## config.mk

```make
export PLATFORM = sky130hd
export DESIGN_NAME = serial_adder_flat
export DESIGN_NICKNAME = d
export VERILOG_FILES = /design/src/rtl/serial_adder_if.sv /design/src/rtl/serial_adder.sv /design/src/flat_wrapper.sv
export SDC_FILE = /design/constraint.sdc
export NUM_CORES = 1
export LEC_CHECK = 0
export ABC_CLOCK_PERIOD_IN_PS = 1450
export CAP_MARGIN = 0
export CORE_MARGIN = 5
export CORE_UTILIZATION = 30
export CTS_CLUSTER_DIAMETER = 120
export DETAILED_ROUTE_END_ITERATION = 6
export DONT_BUFFER_PORTS = 1
export GPL_ROUTABILITY_DRIVEN = 0
export HOLD_SLACK_MARGIN = 0.02
export PLACE_DENSITY = 0.47
export SLEW_MARGIN = 30
export SYNTH_ARGS = -nofsm -noshare
export SYNTH_HDL_FRONTEND = slang
export SYNTH_SLANG_ARGS = --single-unit
```

## constraint.sdc

```tcl
create_clock -name clk -period 1.45 [get_ports clk]
set_input_delay 0.2175 -clock clk [delete_from_list [all_inputs] [get_ports clk]]
set_output_delay 0.2175 -clock clk [all_outputs]
set_load 0.02 [all_outputs]
```

## src/rtl/serial_adder_if.sv

```systemverilog
// serial_adder_if: request/result bundle between a controlling FSM and
// the bit-serial adder.
//   start, a, b, cin (and sub when SERIAL_ADDER_SUB_EN is defined): request
//   busy, done, sum, cout: status and result
// Modports: master = controller side, slave = adder side.
interface serial_adder_if #(parameter int WIDTH = 8);
  logic             start;
  logic [WIDTH-1:0] a;
  logic [WIDTH-1:0] b;
  logic             cin;
`ifdef SERIAL_ADDER_SUB_EN
  logic             sub;
`endif
  logic             busy;
  logic             done;
  logic [WIDTH-1:0] sum;
  logic             cout;

  modport master (
    output start, a, b, cin,
`ifdef SERIAL_ADDER_SUB_EN
    output sub,
`endif
    input  busy, done, sum, cout
  );

  modport slave (
    input  start, a, b, cin,
`ifdef SERIAL_ADDER_SUB_EN
    input  sub,
`endif
    output busy, done, sum, cout
  );
endinterface

```

## src/rtl/serial_adder.sv

```systemverilog
// serial_adder: one full-adder cell walked across a WIDTH-bit operand pair,
// LSB first, one bit per clock, with a carry flop closing the loop.
// Ports:
//   clk  - rising-edge clock
//   rst  - asynchronous active-high reset
//   bus  - serial_adder_if.slave (start/a/b/cin in, busy/done/sum/cout out)
// Optional: define SERIAL_ADDER_SUB_EN to add bus.sub; sub=1 computes
// (a - b) mod 2^WIDTH with cout=1 meaning no borrow.
// Timing: start accepted at edge E -> done pulse after edge E+WIDTH.
module serial_adder #(
  parameter int WIDTH = 8
) (
  input  logic          clk,
  input  logic          rst,
  serial_adder_if.slave bus
);
  localparam int CNT_W = $clog2(WIDTH);

  typedef enum logic [1:0] {IDLE, RUN, DONE} state_t;

  state_t             state_q, state_d;
  logic [WIDTH-1:0]   a_q, a_d;
  logic [WIDTH-1:0]   b_q, b_d;
  logic [WIDTH-1:0]   sh_q, sh_d;     // partial sum, filled from the MSB end
  logic               carry_q, carry_d;
  logic [CNT_W-1:0]   cnt_q, cnt_d;
  logic [WIDTH-1:0]   sum_q, sum_d;
  logic               cout_q, cout_d;

  // Full-adder cell on the current LSBs
  logic s_bit, c_bit;
  assign s_bit = a_q[0] ^ b_q[0] ^ carry_q;
  assign c_bit = (a_q[0] & b_q[0]) | (carry_q & (a_q[0] ^ b_q[0]));

  // Operand load values; subtraction is a + ~b + 1
  logic [WIDTH-1:0] b_ld;
  logic             c_ld;
`ifdef SERIAL_ADDER_SUB_EN
  assign b_ld = bus.sub ? ~bus.b : bus.b;
  assign c_ld = bus.sub ? 1'b1   : bus.cin;
`else
  assign b_ld = bus.b;
  assign c_ld = bus.cin;
`endif

  always_comb begin
    state_d = state_q;
    a_d     = a_q;
    b_d     = b_q;
    sh_d    = sh_q;
    carry_d = carry_q;
    cnt_d   = cnt_q;
    sum_d   = sum_q;
    cout_d  = cout_q;
    case (state_q)
      IDLE, DONE: begin
        if (bus.start) begin
          a_d     = bus.a;
          b_d     = b_ld;
          carry_d = c_ld;
          cnt_d   = '0;
          sh_d    = '0;
          state_d = RUN;
        end else begin
          state_d = IDLE;
        end
      end
      RUN: begin
        a_d     = {1'b0, a_q[WIDTH-1:1]};
        b_d     = {1'b0, b_q[WIDTH-1:1]};
        sh_d    = {s_bit, sh_q[WIDTH-1:1]};
        carry_d = c_bit;
        if (cnt_q == CNT_W'(WIDTH - 1)) begin
          // Final bit: publish result on this same edge
          sum_d   = {s_bit, sh_q[WIDTH-1:1]};
          cout_d  = c_bit;
          state_d = DONE;
        end else begin
          cnt_d = cnt_q + CNT_W'(1);
        end
      end
      default: state_d = IDLE;
    endcase
  end

  always_ff @(posedge clk or posedge rst) begin
    if (rst) begin
      state_q <= IDLE;
      a_q     <= '0;
      b_q     <= '0;
      sh_q    <= '0;
      carry_q <= 1'b0;
      cnt_q   <= '0;
      sum_q   <= '0;
      cout_q  <= 1'b0;
    end else begin
      state_q <= state_d;
      a_q     <= a_d;
      b_q     <= b_d;
      sh_q    <= sh_d;
      carry_q <= carry_d;
      cnt_q   <= cnt_d;
      sum_q   <= sum_d;
      cout_q  <= cout_d;
    end
  end

  assign bus.busy = (state_q == RUN);
  assign bus.done = (state_q == DONE);
  assign bus.sum  = sum_q;
  assign bus.cout = cout_q;
endmodule

```

## src/flat_wrapper.sv

```systemverilog
// flat-port wrapper written by rule: the top's interface ports become plain ports
module serial_adder_flat 
#(
  parameter int WIDTH = 8
)
  (clk, rst, bus_start, bus_a, bus_b, bus_cin, bus_busy, bus_done, bus_sum, bus_cout);
  serial_adder_if #(.WIDTH(WIDTH)) bus_i ();
  input  logic clk;
  input  logic rst;
  input wire logic [$bits(bus_i.start)-1:0] bus_start;
  input wire logic [$bits(bus_i.a)-1:0] bus_a;
  input wire logic [$bits(bus_i.b)-1:0] bus_b;
  input wire logic [$bits(bus_i.cin)-1:0] bus_cin;
  output wire logic [$bits(bus_i.busy)-1:0] bus_busy;
  output wire logic [$bits(bus_i.done)-1:0] bus_done;
  output wire logic [$bits(bus_i.sum)-1:0] bus_sum;
  output wire logic [$bits(bus_i.cout)-1:0] bus_cout;
  assign bus_i.start = bus_start;
  assign bus_i.a = bus_a;
  assign bus_i.b = bus_b;
  assign bus_i.cin = bus_cin;
  assign bus_busy = bus_i.busy;
  assign bus_done = bus_i.done;
  assign bus_sum = bus_i.sum;
  assign bus_cout = bus_i.cout;
  serial_adder #(.WIDTH(WIDTH)) u_core (.clk(clk), .rst(rst), .bus(bus_i));
endmodule
```

Yosys cells after proc, flatten, opt, wreduce, memory -nomap -nowiden
Index checks and enable logic that the tools add are counted. Widths: inputs -> output; s select.

Input bits: 20. Latch bits: 0. Memory bits (read-only): 0. Output and inout bits: 11. RAM bits: 0. Register bits after elaboration: 39. Memories: 0. Word-level logic and storage cells: 40.

Bitwise operators: 5. Reductions and logical operators: 6. Divide/modulo/power cells: 0. Eq/ne operators: 6. Order comparisons: 0. $mul: 0. Add/subtract/negate cells: 1. Multiplexer cells: 14. Shift-type cells: 0.

Operators with widths (count): $pmux 8 s2 (3); $mux 8 (3); $mux 3 (2); $pmux 3 s2 (1); $ne 2x2->1 const B (2); $pmux 2 s2 (1); $reduce_and 2->1 (2); $add 3x1->3 const B (1); $eq 3x3->1 const B (1); $reduce_and 3->1 (1); $and 1x1->1 (2); $eq 2x1->1 const B (1); $eq 2x2->1 const B (1); $logic_not 2->1 (1); $mux 1 (2); $mux 2 (1); $ne 2x1->1 const B (1); $pmux 1 s2 (1); $reduce_bool 2->1 (1); $reduce_or 2->1 (1); $xor 1x1->1 (2); $or 1x1->1 (1).

Depth between registers and ports, before layout
Word-level depth: 4. Mapped depth: 5. Gate-level depth less buffers: 5.

Worst setup path before layout
Ideal clock, no wire load.

Path type: register -> register. From: register u_core.cnt_q[0]. To: register u_core.sum_q[7], in the netlist u_core.bus.sum[7]. Arrival: 1.265 ns. Setup slack: 0.060 ns. Period minus slack after synthesis: 1.390 ns. Path buffers: 0. Setup time: 0.125 ns. Stages on the path, launching flop included: 5. Cell sequence: dfrtp_1 > ha_1 > ha_1 > nand2_4 > mux2_4.

Word-level cells in the longest chain between the ends: 2.

Ends and longest elaborated chain: start, declared (line serial_adder.sv:26) `logic [CNT_W-1:0] cnt_q, cnt_d;`; start signal, assigned (line serial_adder.sv:102) `cnt_q <= cnt_d;`; $eq 3x3->1 (line serial_adder.sv:73) `if (cnt_q == CNT_W'(WIDTH - 1)) begin`; $reduce_and 2->1 (no line); end signal, assigned (line serial_adder.sv:103) `sum_q <= sum_d;`; end, declared (line serial_adder.sv:27) `logic [WIDTH-1:0] sum_q, sum_d;`.

Every way passes these cells. A chain may end at the register's enable or synchronous reset.

Final worst setup path
From: register u_core.state_q[1]. To: output bus_done.

Word-level cells in the longest chain between the ends: 1.

Ends and longest elaborated chain: start, declared (line serial_adder.sv:21) `state_t state_q, state_d;`; start signal, assigned (line serial_adder.sv:97) `state_q <= state_d;`; $eq 2x2->1 (line serial_adder.sv:109) `assign bus.done = (state_q == DONE);`; end, declared (line flat_wrapper.sv:15) `output wire logic [$bits(bus_i.done)-1:0] bus_done;`.

Every way passes these cells.

==> impl_metrics.csv <==
group,metric,value,unit
die,ios,31,
layout,fin_nets,181,
timing,min_period,1.405,ns
synthesis,ys_ff_latch,38,
timing,drv_slew,0,
setup_path,cp_slowest_stage_delay,0.46,ns
setup_path,endpoint_kind,"output port",
timing,finalHoldViolations,0,
layout,multi_input_comb_area,818.3,µm²
setup_path,cp-start-kind,"register",
layout,syn_to_final_growth,14.62,%
setup_path,r2r_start,"u_core.cnt_q[1]",
synthesis,yosysSeqAreaShare,52.16,%
synthesis,synth_adder_area_share,2.471,%
power,ir_worst_vdd,0.0007722,V
layout,antennaDiodeCount,0,
timing,finalSetupViolCount,0,
layout,register_area,952.2,µm²
hold_path,min_from,"bus_b[2]",
timing,skew,0.004699,ns
status,status,"finished, final reports clean",
synthesis,synth-compound-area-share,16.33,%
placement,hpwl,2448,µm
setup_path,worst-setup-path-type,"reg2out",
synthesis,yosysUniqueCellTypes,29,
setup_path,crit_fanout,10,
clock_network,htreeDepth,2,
synthesis,synthXorXnorAreaFrac,0.4804,%
die,die-area,7735,µm²
timing,relSlewSlack,66.95,%
power,total_power,4.517,mW
route,routedWlPerCell,15.42,µm
synthesis,syn-num-nets,172,
timing,max_freq,0.7116,GHz
timing,rsz0062_at_grt,"yes",
placement,placed_area,1928,µm²
die,dieHeight,87.95,µm
clock_network,clkSinkCount,38,
clock_network,cts_tree,"done",
die,fp.coreArea,5921,µm²
grt,antenna_found_initial,0,
clock_network,clk_pin_slew,0.08,ns
route,drtIter0Drc,28,
timing,max_slew.worst_pin.slew,0.4958,ns
grt,track_usage,10.35,%
layout,final_area,2090,µm²
synthesis,synth_simple_gate_area_share,9.952,%
synthesis,synthMuxAreaShare,15.10,%
synthesis,syn_area,1823,µm²
grt,grt_pass1_vias,1264,
layout,fillCellCount,599,
clock_network,clockBufferDepth,2,
hold_path,hp-class,"in2reg",
die,rows,28,
setup_path,worstPathCellList,"buf_8, nor2b_4, buf_4",
route,drc,0,
die,die_x,87.95,µm
placement,port_buffers,0,
synthesis,synth_top_family_by_area,"compound AO/OA/AOI/OAI gates",
clock_network,ctsRootBufferMaster,"clkbuf_8",
timing,tns,0,ns
timing,hold_slack,0.1081,ns
synthesis,syn_inst,149,
run,maxCapViolCount,0,
grt,grt_max_degree,39,
grt,grt_pass1_wl,6175,µm
setup_path,slowest_stage,"dfrtp_2",
timing,final.period_utilization,96.92,%
setup_path,startpoint,"u_core.state_q[1]",
clock_network,clk_latency,0.29,ns
route,vias,1146,
clock_network,cts_inserted_buffers,5,
power,leakagePower,0.9183,nW
route,first_pass_iters,3,
power,p_per_area,2162,nW/µm²
layout,final_layout_size_suffix_gt1_share,22.64,%
setup_path,worstPathRequired,1.23,ns
route,postRouteAntennaNets,0,
synthesis,ys_warn_count,0,
synthesis,synth.avg_cell_area,12.23,µm²
route,routed_wl,3608,µm
grt,global_route.overflow_total,0,
setup_path,arrival,1.19,ns
route,avgViaCountPerCell,4.897,
die,initial_core_util,30.79,%
-- synth_stat cells, drive strengths merged --
cell	n	area [µm²]
dfrtp	38	950.9
mux2i	14	140.1
nor2b	14	95.09
a211oi	12	90.09
a21oi	12	60.06
a22o	10	87.58
buf	9	52.55
mux2	9	135.1
nand2	6	30.03
a21o	4	30.03
nand3	4	20.02
nor2	3	21.27
o21ai	3	15.01
ha	2	25.02
inv	2	7.500
o211ai	2	15.01
and2b	1	7.510
clkbuf	1	3.750
fa	1	20.02
nand3b	1	7.510
xor2	1	8.760
-- final cells by class --
cell class,instances,area share (%)
clock buffer,5,3.293
clock inverter,3,2.156
inverter,2,0.3593
multi-input combinational,99,39.16
sequential,38,45.57
tap,75,4.491
timing repair buffer,12,4.970
-- timing repair --
action,4_1_cts,5_1_grt
gates resized for setup,3,3
hold buffers,1,0
gates cloned,0,0
setup buffers,1,1
endpoints found under the hold margin,38,0
endpoints found under the setup margin,10,3
-- layout by cell type, fill, tap and decap left out, drive strengths merged --
cell	synthesis	routed
mux2i	14	14
nand3b	1	1
a22o	10	10
clkbuf	1	5
bufinv	0	1
nor2	3	3
and2b	1	1
a211oi	12	12
dlygate4sd3	0	1
fa	1	1
a21o	4	4
mux2	9	9
buf	9	11
a21oi	12	12
nand2	6	6
dfrtp	38	38
xor2	1	1
o21ai	3	3
ha	2	2
inv	2	2
nand3	4	4
nor2b	14	14
clkinvlp	0	2
o211ai	2	2
-- metal layers --
layer / GRT usage (%) / vias to the layer above / share of wire, %
met2: 15.48 / 31 / 45
met5: 0 / - / 0
met1: 12.94 / 556 / 45
li1: - / 553 / -
met4: 4.184 / 0 / 1.6
met3: 4.798 / 6 / 8.3
-- path summary, 6_finish.rpt --
check                                          to  slack [ns]  cells after the start
worst min register to register      u_core.a_q[6]        0.48                      1
worst min-delay path                u_core.b_q[2]        0.11                      2
max in group asynchronous       u_core.state_q[1]        0.60                      3
min in group asynchronous       u_core.bus.sum[6]        0.48                      3
worst max-delay path                     bus_done        0.04                      3
worst max register to register  u_core.bus.sum[1]        0.05                      4
-- worst max-delay path: cells and delay by family (launching register included) --
kind                   cells  cell delay, ns
and+or+nand+nor            1            0.12
DFF                        1            0.46
buffers and inverters      2            0.32
-- cells by family after synthesis --
group	count (synthesis)
compound gates	43
flops	38
simple gates	29
mux	23
buf+inv	12
fa+ha+maj	3
xor+xnor	1
-- registers in the layout, summed over array words and instances, names as in the netlist --
name / cells
u_core.a_q: 8
u_core.b_q: 8
u_core.bus.cout: 1
u_core.bus.sum: 8
u_core.carry_q: 1
u_core.cnt_q: 3
u_core.sh_q: 7
u_core.state_q: 2
-- power by group --
| group | leakage [nW] | switching (mW) | internal, mW | total, mW |
|---|---|---|---|---|
| registers | 0.469 | 0.493 | 1.54 | 2.03 |
| logic | 0.399 | 0.706 | 0.872 | 1.58 |
| clock network | 0.0504 | 0.396 | 0.512 | 0.907 |
| total | 0.918 | 1.60 | 2.92 | 4.52 |
-- per-stage QoR --
| step | utilization, % | cells | setup slack (ns) |
|---|---|---|---|
| finish | 35.29 | 234 | 0.04470 |
| global route | 35.29 | 234 | -0.01717 |
| CTS | 34.91 | 233 | 0.01061 |
| detailed placement | 32.57 | 223 | -0.003048 |
| global placement | 32.57 | 223 | 0.05114 |
| floorplan | - | 149 | 0.06024 |
Note: power is estimated with default switching activity, not from simulation.
